File: config.mk
export PLATFORM = sky130hd
export DESIGN_NAME = rob_commit_ctrl_flat
export DESIGN_NICKNAME = d
export VERILOG_FILES = /design/src/rtl/rob_commit_if.sv /design/src/rtl/rob_commit_ctrl.sv /design/src/flat_wrapper.sv
export SDC_FILE = /design/constraint.sdc
export NUM_CORES = 1
export LEC_CHECK = 0
export ABC_AREA = 1
export BUFFER_PORTS_ARGS = -buffer_cell sky130_fd_sc_hd__buf_2
export CAP_MARGIN = 20
export CELL_PAD_IN_SITES_DETAIL_PLACEMENT = 0
export CELL_PAD_IN_SITES_GLOBAL_PLACEMENT = 2
export CORE_MARGIN = 4
export CORE_UTILIZATION = 25
export DETAILED_ROUTE_END_ITERATION = 7
export GPL_TIMING_DRIVEN = 0
export MAX_ROUTING_LAYER = met4
export PLACE_DENSITY_LB_ADDON = 0.15
export RECOVER_POWER = 50
export SETUP_SLACK_MARGIN = 0.1
export SLEW_MARGIN = 10
export SYNTH_ARGS = -nofsm -noshare
export SYNTH_HDL_FRONTEND = slang
export SYNTH_SLANG_ARGS = --single-unit
File: constraint.sdc
create_clock -name clk -period 5.1 [get_ports clk]
set_input_delay 0.51 -clock clk [delete_from_list [all_inputs] [get_ports clk]]
set_output_delay 0.51 -clock clk [all_outputs]
set_load 0.03 [all_outputs]
File: src/rtl/rob_commit_if.sv
// Commit-side bundle between the ROB head, the register file, the store
// path to the memory controller and the front-end redirect.
interface rob_commit_if #(
  parameter int unsigned ROB_IDX_W = 4,
  parameter int unsigned DATA_W    = 32,
  parameter int unsigned ADDR_W    = 32
);
  // ROB head entry
  logic                 head_valid;
  logic                 head_ready;
  logic [ROB_IDX_W-1:0] head_tag;
  logic [1:0]           head_kind;
  logic [4:0]           head_rd;
  logic [DATA_W-1:0]    head_value;
  logic [ADDR_W-1:0]    head_mem_addr;
  logic [1:0]           head_mem_size;
  logic                 head_mispredict;
  logic [ADDR_W-1:0]    head_target_pc;
  logic                 pop;
  // register file write port
  logic                 rf_we;
  logic [4:0]           rf_rd;
  logic [DATA_W-1:0]    rf_value;
  logic [ROB_IDX_W-1:0] rf_tag;
  // store path
  logic                 mem_req;
  logic [ADDR_W-1:0]    mem_addr;
  logic [DATA_W-1:0]    mem_data;
  logic [1:0]           mem_size;
  logic                 mem_gnt;
  logic                 mem_done;
  // redirect and statistics
  logic                 flush;
  logic [ADDR_W-1:0]    flush_pc;
  logic [31:0]          retired_cnt;

  // commit controller side
  modport master (
    input  head_valid, head_ready, head_tag, head_kind, head_rd, head_value,
           head_mem_addr, head_mem_size, head_mispredict, head_target_pc,
           mem_gnt, mem_done,
    output pop, rf_we, rf_rd, rf_value, rf_tag,
           mem_req, mem_addr, mem_data, mem_size,
           flush, flush_pc, retired_cnt
  );

  // ROB / regfile / memory side
  modport slave (
    output head_valid, head_ready, head_tag, head_kind, head_rd, head_value,
           head_mem_addr, head_mem_size, head_mispredict, head_target_pc,
           mem_gnt, mem_done,
    input  pop, rf_we, rf_rd, rf_value, rf_tag,
           mem_req, mem_addr, mem_data, mem_size,
           flush, flush_pc, retired_cnt
  );
endinterface

File: src/rtl/rob_commit_ctrl.sv
// In-order commit sequencer: retires the ROB head one entry at a time,
// writes register results, runs the store handshake and raises redirects.
module rob_commit_ctrl #(
  parameter int unsigned ROB_IDX_W = 4,
  parameter int unsigned DATA_W    = 32,
  parameter int unsigned ADDR_W    = 32
) (
  input  logic         clk,
  input  logic         rst,
  input  logic         rdy,
  rob_commit_if.master bus
);
  localparam logic [1:0] KIND_REG   = 2'b00;
  localparam logic [1:0] KIND_STORE = 2'b01;
  localparam logic [1:0] KIND_BR    = 2'b10;
  localparam logic [1:0] KIND_JMP   = 2'b11;

  typedef enum logic [1:0] {COMMIT, ST_REQ, ST_WAIT, FLUSH} state_t;

  state_t               state_q, state_d;
  logic                 pop_q, pop_d, rf_we_q, rf_we_d, flush_q, flush_d;
  logic                 mem_req_q, mem_req_d;
  logic [4:0]           rf_rd_q, rf_rd_d;
  logic [DATA_W-1:0]    rf_value_q, rf_value_d, mem_data_q, mem_data_d;
  logic [ROB_IDX_W-1:0] rf_tag_q, rf_tag_d;
  logic [ADDR_W-1:0]    mem_addr_q, mem_addr_d, flush_pc_q, flush_pc_d;
  logic [1:0]           mem_size_q, mem_size_d;
  logic [31:0]          cnt_q, cnt_d;
  // gnt/done seen during a stall are remembered so the handshake is not lost
  logic                 gnt_seen_q, gnt_seen_d, done_seen_q, done_seen_d;
  logic                 gnt_now, done_now;

  // Next-state and next-output decision
  always_comb begin
    state_d     = state_q;
    pop_d       = 1'b0;
    rf_we_d     = 1'b0;
    flush_d     = 1'b0;
    mem_req_d   = mem_req_q;
    rf_rd_d     = rf_rd_q;
    rf_value_d  = rf_value_q;
    rf_tag_d    = rf_tag_q;
    mem_addr_d  = mem_addr_q;
    mem_data_d  = mem_data_q;
    mem_size_d  = mem_size_q;
    flush_pc_d  = flush_pc_q;
    gnt_now     = gnt_seen_q | (bus.mem_gnt & mem_req_q);
    done_now    = done_seen_q |
                  (bus.mem_done & ((state_q == ST_REQ) || (state_q == ST_WAIT)));
    gnt_seen_d  = gnt_now;
    done_seen_d = done_now;

    if (rdy) begin
      case (state_q)
        COMMIT: begin
          if (bus.head_valid && bus.head_ready && !pop_q) begin
            case (bus.head_kind)
              KIND_STORE: begin
                mem_req_d   = 1'b1;
                mem_addr_d  = bus.head_mem_addr;
                mem_data_d  = bus.head_value;
                mem_size_d  = bus.head_mem_size;
                gnt_seen_d  = 1'b0;
                done_seen_d = 1'b0;
                state_d     = ST_REQ;
              end
              default: begin
                pop_d = 1'b1;
                if (bus.head_kind != KIND_BR) begin
                  rf_we_d    = (bus.head_rd != 5'd0);
                  rf_rd_d    = bus.head_rd;
                  rf_value_d = bus.head_value;
                  rf_tag_d   = bus.head_tag;
                end
                if ((bus.head_kind == KIND_BR || bus.head_kind == KIND_JMP) &&
                    bus.head_mispredict) begin
                  flush_d    = 1'b1;
                  flush_pc_d = bus.head_target_pc;
                  state_d    = FLUSH;
                end
              end
            endcase
          end
        end
        ST_REQ: begin
          if (gnt_now) begin
            mem_req_d = 1'b0;
            if (done_now) begin
              pop_d       = 1'b1;
              gnt_seen_d  = 1'b0;
              done_seen_d = 1'b0;
              state_d     = COMMIT;
            end else begin
              state_d = ST_WAIT;
            end
          end
        end
        ST_WAIT: begin
          if (done_now) begin
            pop_d       = 1'b1;
            gnt_seen_d  = 1'b0;
            done_seen_d = 1'b0;
            state_d     = COMMIT;
          end
        end
        FLUSH:   state_d = COMMIT;
        default: state_d = COMMIT;
      endcase
    end

    cnt_d = cnt_q + 32'(pop_d);
  end

  // State and output registers
  always_ff @(posedge clk or posedge rst) begin
    if (rst) begin
      state_q     <= COMMIT;
      pop_q       <= 1'b0;
      rf_we_q     <= 1'b0;
      flush_q     <= 1'b0;
      mem_req_q   <= 1'b0;
      rf_rd_q     <= '0;
      rf_value_q  <= '0;
      rf_tag_q    <= '0;
      mem_addr_q  <= '0;
      mem_data_q  <= '0;
      mem_size_q  <= '0;
      flush_pc_q  <= '0;
      cnt_q       <= '0;
      gnt_seen_q  <= 1'b0;
      done_seen_q <= 1'b0;
    end else begin
      state_q     <= state_d;
      pop_q       <= pop_d;
      rf_we_q     <= rf_we_d;
      flush_q     <= flush_d;
      mem_req_q   <= mem_req_d;
      rf_rd_q     <= rf_rd_d;
      rf_value_q  <= rf_value_d;
      rf_tag_q    <= rf_tag_d;
      mem_addr_q  <= mem_addr_d;
      mem_data_q  <= mem_data_d;
      mem_size_q  <= mem_size_d;
      flush_pc_q  <= flush_pc_d;
      cnt_q       <= cnt_d;
      gnt_seen_q  <= gnt_seen_d;
      done_seen_q <= done_seen_d;
    end
  end

  assign bus.pop         = pop_q;
  assign bus.rf_we       = rf_we_q;
  assign bus.rf_rd       = rf_rd_q;
  assign bus.rf_value    = rf_value_q;
  assign bus.rf_tag      = rf_tag_q;
  assign bus.mem_req     = mem_req_q;
  assign bus.mem_addr    = mem_addr_q;
  assign bus.mem_data    = mem_data_q;
  assign bus.mem_size    = mem_size_q;
  assign bus.flush       = flush_q;
  assign bus.flush_pc    = flush_pc_q;
  assign bus.retired_cnt = cnt_q;
endmodule

File: src/flat_wrapper.sv
// flat-port wrapper written by rule: the top's interface ports become plain ports
module rob_commit_ctrl_flat 
#(
  parameter int unsigned ROB_IDX_W = 4,
  parameter int unsigned DATA_W    = 32,
  parameter int unsigned ADDR_W    = 32
)
  (clk, rst, rdy, bus_head_valid, bus_head_ready, bus_head_tag, bus_head_kind, bus_head_rd, bus_head_value, bus_head_mem_addr, bus_head_mem_size, bus_head_mispredict, bus_head_target_pc, bus_mem_gnt, bus_mem_done, bus_pop, bus_rf_we, bus_rf_rd, bus_rf_value, bus_rf_tag, bus_mem_req, bus_mem_addr, bus_mem_data, bus_mem_size, bus_flush, bus_flush_pc, bus_retired_cnt);
  rob_commit_if #(.ROB_IDX_W(ROB_IDX_W), .DATA_W(DATA_W), .ADDR_W(ADDR_W)) bus_i ();
  input  logic clk;
  input  logic rst;
  input  logic rdy;
  input wire logic [$bits(bus_i.head_valid)-1:0] bus_head_valid;
  input wire logic [$bits(bus_i.head_ready)-1:0] bus_head_ready;
  input wire logic [$bits(bus_i.head_tag)-1:0] bus_head_tag;
  input wire logic [$bits(bus_i.head_kind)-1:0] bus_head_kind;
  input wire logic [$bits(bus_i.head_rd)-1:0] bus_head_rd;
  input wire logic [$bits(bus_i.head_value)-1:0] bus_head_value;
  input wire logic [$bits(bus_i.head_mem_addr)-1:0] bus_head_mem_addr;
  input wire logic [$bits(bus_i.head_mem_size)-1:0] bus_head_mem_size;
  input wire logic [$bits(bus_i.head_mispredict)-1:0] bus_head_mispredict;
  input wire logic [$bits(bus_i.head_target_pc)-1:0] bus_head_target_pc;
  input wire logic [$bits(bus_i.mem_gnt)-1:0] bus_mem_gnt;
  input wire logic [$bits(bus_i.mem_done)-1:0] bus_mem_done;
  output wire logic [$bits(bus_i.pop)-1:0] bus_pop;
  output wire logic [$bits(bus_i.rf_we)-1:0] bus_rf_we;
  output wire logic [$bits(bus_i.rf_rd)-1:0] bus_rf_rd;
  output wire logic [$bits(bus_i.rf_value)-1:0] bus_rf_value;
  output wire logic [$bits(bus_i.rf_tag)-1:0] bus_rf_tag;
  output wire logic [$bits(bus_i.mem_req)-1:0] bus_mem_req;
  output wire logic [$bits(bus_i.mem_addr)-1:0] bus_mem_addr;
  output wire logic [$bits(bus_i.mem_data)-1:0] bus_mem_data;
  output wire logic [$bits(bus_i.mem_size)-1:0] bus_mem_size;
  output wire logic [$bits(bus_i.flush)-1:0] bus_flush;
  output wire logic [$bits(bus_i.flush_pc)-1:0] bus_flush_pc;
  output wire logic [$bits(bus_i.retired_cnt)-1:0] bus_retired_cnt;
  assign bus_i.head_valid = bus_head_valid;
  assign bus_i.head_ready = bus_head_ready;
  assign bus_i.head_tag = bus_head_tag;
  assign bus_i.head_kind = bus_head_kind;
  assign bus_i.head_rd = bus_head_rd;
  assign bus_i.head_value = bus_head_value;
  assign bus_i.head_mem_addr = bus_head_mem_addr;
  assign bus_i.head_mem_size = bus_head_mem_size;
  assign bus_i.head_mispredict = bus_head_mispredict;
  assign bus_i.head_target_pc = bus_head_target_pc;
  assign bus_i.mem_gnt = bus_mem_gnt;
  assign bus_i.mem_done = bus_mem_done;
  assign bus_pop = bus_i.pop;
  assign bus_rf_we = bus_i.rf_we;
  assign bus_rf_rd = bus_i.rf_rd;
  assign bus_rf_value = bus_i.rf_value;
  assign bus_rf_tag = bus_i.rf_tag;
  assign bus_mem_req = bus_i.mem_req;
  assign bus_mem_addr = bus_i.mem_addr;
  assign bus_mem_data = bus_i.mem_data;
  assign bus_mem_size = bus_i.mem_size;
  assign bus_flush = bus_i.flush;
  assign bus_flush_pc = bus_i.flush_pc;
  assign bus_retired_cnt = bus_i.retired_cnt;
  rob_commit_ctrl #(.ROB_IDX_W(ROB_IDX_W), .DATA_W(DATA_W), .ADDR_W(ADDR_W)) u_core (.clk(clk), .rst(rst), .rdy(rdy), .bus(bus_i));
endmodule
=== Yosys cells after proc, flatten, opt, wreduce, memory -nomap -nowiden ===
Cells that the tools add are included.
W data, S select, Z words.

* Register bits after elaboration: 179
* Bits of input ports: 117
* Output and inout port bits: 175
* Logic and storage cells: 86

* Add/sub/neg operators: 1
* Equality and inequality tests: 12
* Muxes and demuxes: 39
* Bitwise operators: 5
* Reduce and logical (&&, ||, !) cells: 14

{| class="wikitable"
|+ Operators with widths
! cell !! number
|-
| $add A32 B1 Y32 || 1
|-
| $mux W1 || 28
|-
| $reduce_and A5 Y1 || 4
|-
| $mux W2 || 6
|-
| $pmux W1 S3 || 3
|-
| $eq A2 B2 Y1 const B || 4
|-
| $pmux W2 S4 || 1
|-
| $ne A2 B1 Y1 const B || 3
|-
| $reduce_bool A5 Y1 || 1
|-
| $eq A2 B1 Y1 const B || 2
|-
| $ne A2 B2 Y1 const B || 2
|-
| $reduce_and A4 Y1 || 1
|-
| $logic_and A1 B1 Y1 || 3
|-
| $ne A3 B2 Y1 const B || 1
|-
| $and A1 B1 Y1 || 2
|-
| $logic_not A2 Y1 || 1
|-
| $logic_or A1 B1 Y1 || 2
|-
| $or A1 B1 Y1 || 2
|-
| $pmux W1 S2 || 1
|-
| $reduce_bool A2 Y1 || 1
|-
| $logic_not A1 Y1 || 1
|-
| $not A1 Y1 || 1
|}

=== Longest topological paths before layout ===
* Depth after elaboration: 9
* Depth in mapped cells: 15
* Depth with buffers taken out: 15

=== Worst setup path after synthesis ===
OpenSTA, ideal clock, no wires.

* Kind: reg-to-reg
* Start: register u_core.state_q[0]
* End: register u_core.cnt_q[30] (netlist: u_core.bus.retired_cnt[30])
* Setup time: 118 ps
* Arrival time: 2419 ps
* Required time: 4982 ps
* Slack: 2563 ps
* Stages on the path, launching flop included: 15
* Buffers on the path: 0
* Clock period less this slack: 2537 ps
* Cells stage by stage: dfrtp_1 -> inv_1 -> ha_1 -> nand2_1 -> or2_2 -> a21boi_0 -> ha_1 -> ha_1 -> nand3_1 -> inv_1 -> nand2_1 -> nor2_1 -> nand2_1 -> nand2_1 -> nand2_1

* Longest elaborated chain between the ends: 9
* Elaborated cells on any way between the ends: 11
* Classes of those cells: add/sub (1); eq/ne (2); mux (4); bitwise (2); reduce/logical (2)

{| class="wikitable"
|+ RTL lines
! what !! RTL line !! text
|-
| start: declaration || rob_commit_ctrl.sv:20 || <nowiki>state_t state_q, state_d;</nowiki>
|-
| start signal: assignment || rob_commit_ctrl.sv:133 || <nowiki>state_q <= state_d;</nowiki>
|-
| $eq A2 B1 Y1 or $eq A2 B2 Y1 (tied branches) || rob_commit_ctrl.sv:49, rob_commit_ctrl.sv:54 ||
|-
| $logic_or A1 B1 Y1 || rob_commit_ctrl.sv:49 || <nowiki>(bus.mem_done & ((state_q == ST_REQ) || (state_q == ST_WAIT)));</nowiki>
|-
| $and A1 B1 Y1 || rob_commit_ctrl.sv:49 ||
|-
| $or A1 B1 Y1 || rob_commit_ctrl.sv:48 || <nowiki>done_now = done_seen_q |</nowiki>
|-
| $mux W1 || rob_commit_ctrl.sv:88, rob_commit_ctrl.sv:99 ||
|-
| $mux W1 || rob_commit_ctrl.sv:86 || <nowiki>if (gnt_now) begin</nowiki>
|-
| $pmux W1 S3 * || rob_commit_ctrl.sv:54 || <nowiki>case (state_q)</nowiki>
|-
| $mux W1 * || rob_commit_ctrl.sv:53 || <nowiki>if (rdy) begin</nowiki>
|-
| via u_core.pop_d || rob_commit_ctrl.sv:21 || <nowiki>logic pop_q, pop_d, rf_we_q, rf_we_d, flush_q, flush_d;</nowiki>
|-
| $add A32 B1 Y32 * || rob_commit_ctrl.sv:111 || <nowiki>cnt_d = cnt_q + 32'(pop_d);</nowiki>
|-
| via u_core.cnt_d[30] || rob_commit_ctrl.sv:28 || <nowiki>logic [31:0] cnt_q, cnt_d;</nowiki>
|-
| end signal: assignment || rob_commit_ctrl.sv:145 || <nowiki>cnt_q <= cnt_d;</nowiki>
|-
| end: declaration || rob_commit_ctrl.sv:28 ||
|}

Mark *: on every way through the listed nets, which the timed path passes. The rest lies on a longest branch.
A chain may end at the register's enable or synchronous reset.

==> results_dict.tcl <==
set metrics [dict create \
    grt_pass1_wl_um 38800 \
    clk_latency_ns 0.44 \
    die_w_um 181 \
    via_per_inst 4.20 \
    h-tree-depth 4 \
    setup_viol 0 \
    status "complete, but fails checks" \
    final_layout_size_suffix_gt1_frac 0.222 \
    rsz0062_at_grt "no" \
    antenna_found_initial 8 \
    critPathKind "input port to async pin" \
    yosysSeqAreaShare 0.601 \
    fp.dieArea_um2 32600 \
    min_period_ns 3.30 \
    cts_hold_buf 0 \
    nets 1295 \
    final_area_um2 9970 \
    cts_sinks 179 \
    io_buffer_count 291 \
    wl_per_cell_um 15.6 \
    gr-total-overflow 0 \
    root_buffer "clkbuf_16" \
    worstMarginPinSlew_ns 1.61 \
    hold_violations 0 \
    tritoncts "done" \
    start_util 0.256 \
    cts_setup_buffers 0 \
    via_count 6629 \
    grt_max_degree 35 \
    dp_hpwl_um 19100 \
    rows 62 \
    die_h_um 181 \
    rr_worst_depth 14 \
    ys_types 25 \
    total_power_uw 5390 \
    setup_slack_ns 1.80 \
    final.period_utilization 0.647 \
    fmax_ghz 0.303 \
    cp.arrival_ns 3.93 \
    drc 0 \
    cts_made_buffers 17 \
    grt_pass1_vias 6840 \
    cp.required_ns 5.73 \
    syn2layout_area_growth_pct 33.7 \
    critPathLaunchType "input port" \
    final.setup.tns_ns 0 \
    fin_skew_ns 0.0169 \
    syn-num-nets 979 \
    violations "max-capacitance violations, max-slew violations" \
    r2r-start "u_core.state_q[0]" \
    grt_use_total 0.154 \
    postRouteAntennaNets 0 \
    cp-end-kind "async pin" \
    utilization 0.343 \
    wl_um 24600 \
    ios 292 \
    synth_area_per_cell_um2 8.72 \
    pre_cts_ws_ns 1.84 \
    syn_inst 855 \
    p_leak_uw 0.00532 \
    clkTransAtPathRegs_ns 0.08 \
    path_max_fanout 34 \
    yosys_warnings 0 \
    r2r_slack_ns 1.89 \
    slew_headroom -0.0735 \
    drv_cap 3 \
    slew_viol_final 81 \
    dr.pass1.iters 4 \
    cts_max_path_buffers 2 \
    holdCritPathClass "input port to async pin" \
    core_area_um2 29100 \
    drtIter0Drc 346 \
    powerDensity_nw_per_um2 541 \
    rr_endpoint "u_core.bus.retired_cnt[30]" \
    peakVddDrop_uv 194 \
    post_cts_resized 0 \
    gp_congestion 0.751 \
    syn_area_um2 7450 \
    placed_cell_area_um2 9520 \
    synth_seq_cells 179 \
]
==> sequential cells by signal (all words and copies together), names as in the netlist <==
| name | flops |
|---|---|
| u_core.state_q | 2 |
| u_core.done_seen_q | 1 |
| u_core.bus.rf_we | 1 |
| u_core.bus.rf_tag | 4 |
| u_core.bus.flush_pc | 32 |
| u_core.bus.mem_data | 32 |
| u_core.gnt_seen_q | 1 |
| u_core.bus.rf_value | 32 |
| u_core.bus.rf_rd | 5 |
| u_core.bus.mem_req | 1 |
| u_core.bus.mem_size | 2 |
| u_core.bus.flush | 1 |
| u_core.bus.retired_cnt | 32 |
| u_core.bus.mem_addr | 32 |
| u_core.bus.pop | 1 |
==> how the worst max path moves through the flow <==
stage	from	end	slack, ns	depth (start not counted)
2_1_floorplan	rst	u_core.bus.flush	2.30	1
3_3_place_gp	rst	u_core.bus.mem_size[1]	0.72	2
3_5_place_dp	bus_head_valid	u_core.bus.retired_cnt[30]	1.84	13
4_1_cts	u_core.state_q[0]	u_core.bus.retired_cnt[30]	1.83	14
5_1_grt	rst	u_core.bus.mem_addr[19]	1.09	6
6_report	rst	u_core.bus.mem_addr[13]	1.80	6
==> metrics by stage <==
step	hold slack [ns]	instances
2_1_floorplan	0.502	855
3_3_place_gp	0.449	1530
3_5_place_dp	0.454	1536
4_1_cts	0.0157	1568
5_1_grt	0.109	1576
6_report	0.0816	1577
==> layer usage <==
metal,up-vias,share of wire,global-route usage
li1,3320,-,-
met1,3092,0.46,0.199
met2,194,0.45,0.233
met3,23,0.069,0.0509
met4,0,0.015,0.0390
met5,-,0,-
==> logic make-up after synthesis <==
logic type	after synthesis	share of synthesized area
AO/OA/AOI/OAI	77	0.0540
flip-flops	179	0.601
AND/OR/NAND/NOR	489	0.267
buffers and inverters	88	0.0485
XOR/XNOR	15	0.0176
adder cells (fa/ha/maj)	7	0.0117
==> Yosys cell counts, drive strengths merged <==
cell type,count,area (µm²)
nand2,365,1380
a21oi,3,15.0
nor2,58,233
ha,7,87.6
nand3b,16,120
o21ai,69,345
a31oi,1,12.5
nand3,48,245
a21boi,2,15.0
nor3,1,5.00
inv,57,214
buf,10,68.8
o21bai,2,15.0
xor2,8,70.1
or2,1,6.26
clkbuf,21,78.8
xnor2,7,61.3
dfrtp,179,4480
==> area by class of cell <==
cell class / instances / area (µm²)
antenna: 9 / 22.5
inverter: 57 / 215
clock inverter: 14 / 155
sequential: 179 / 4480
tap: 384 / 480
timing repair buffer: 297 / 1420
multi-input combinational: 588 / 2610
clock buffer: 18 / 429
buffer: 31 / 148
fill: 3230 / 19100
==> layout by cell type (no fill, tap or decap), drive strengths merged <==
master,synthesis,final
nor3,1,1
dfrtp,179,179
o21ai,69,69
a21oi,3,3
nor2,58,58
nand3b,16,16
a31oi,1,1
a21boi,2,2
clkinvlp,0,2
or2,1,1
xor2,8,8
diode,0,9
xnor2,7,7
clkinv,0,6
clkbuf,21,126
o21bai,2,2
nand3,48,48
inv,57,63
ha,7,7
nand2,365,365
buf,10,220
==> power breakdown <==
part | total [µW] | internal, µW | switching, µW
logic | 1960 | 495 | 1470
registers | 2100 | 1850 | 244
clock network | 1330 | 658 | 669
==> critical path: stages <==
cell        delay (ns)
buf_2             0.10
clkinvlp_2        0.33
clkbuf_1          1.21
clkbuf_1          1.18
buf_12            0.31
buf_12            0.24
Power figures use the tool's default switching activity.
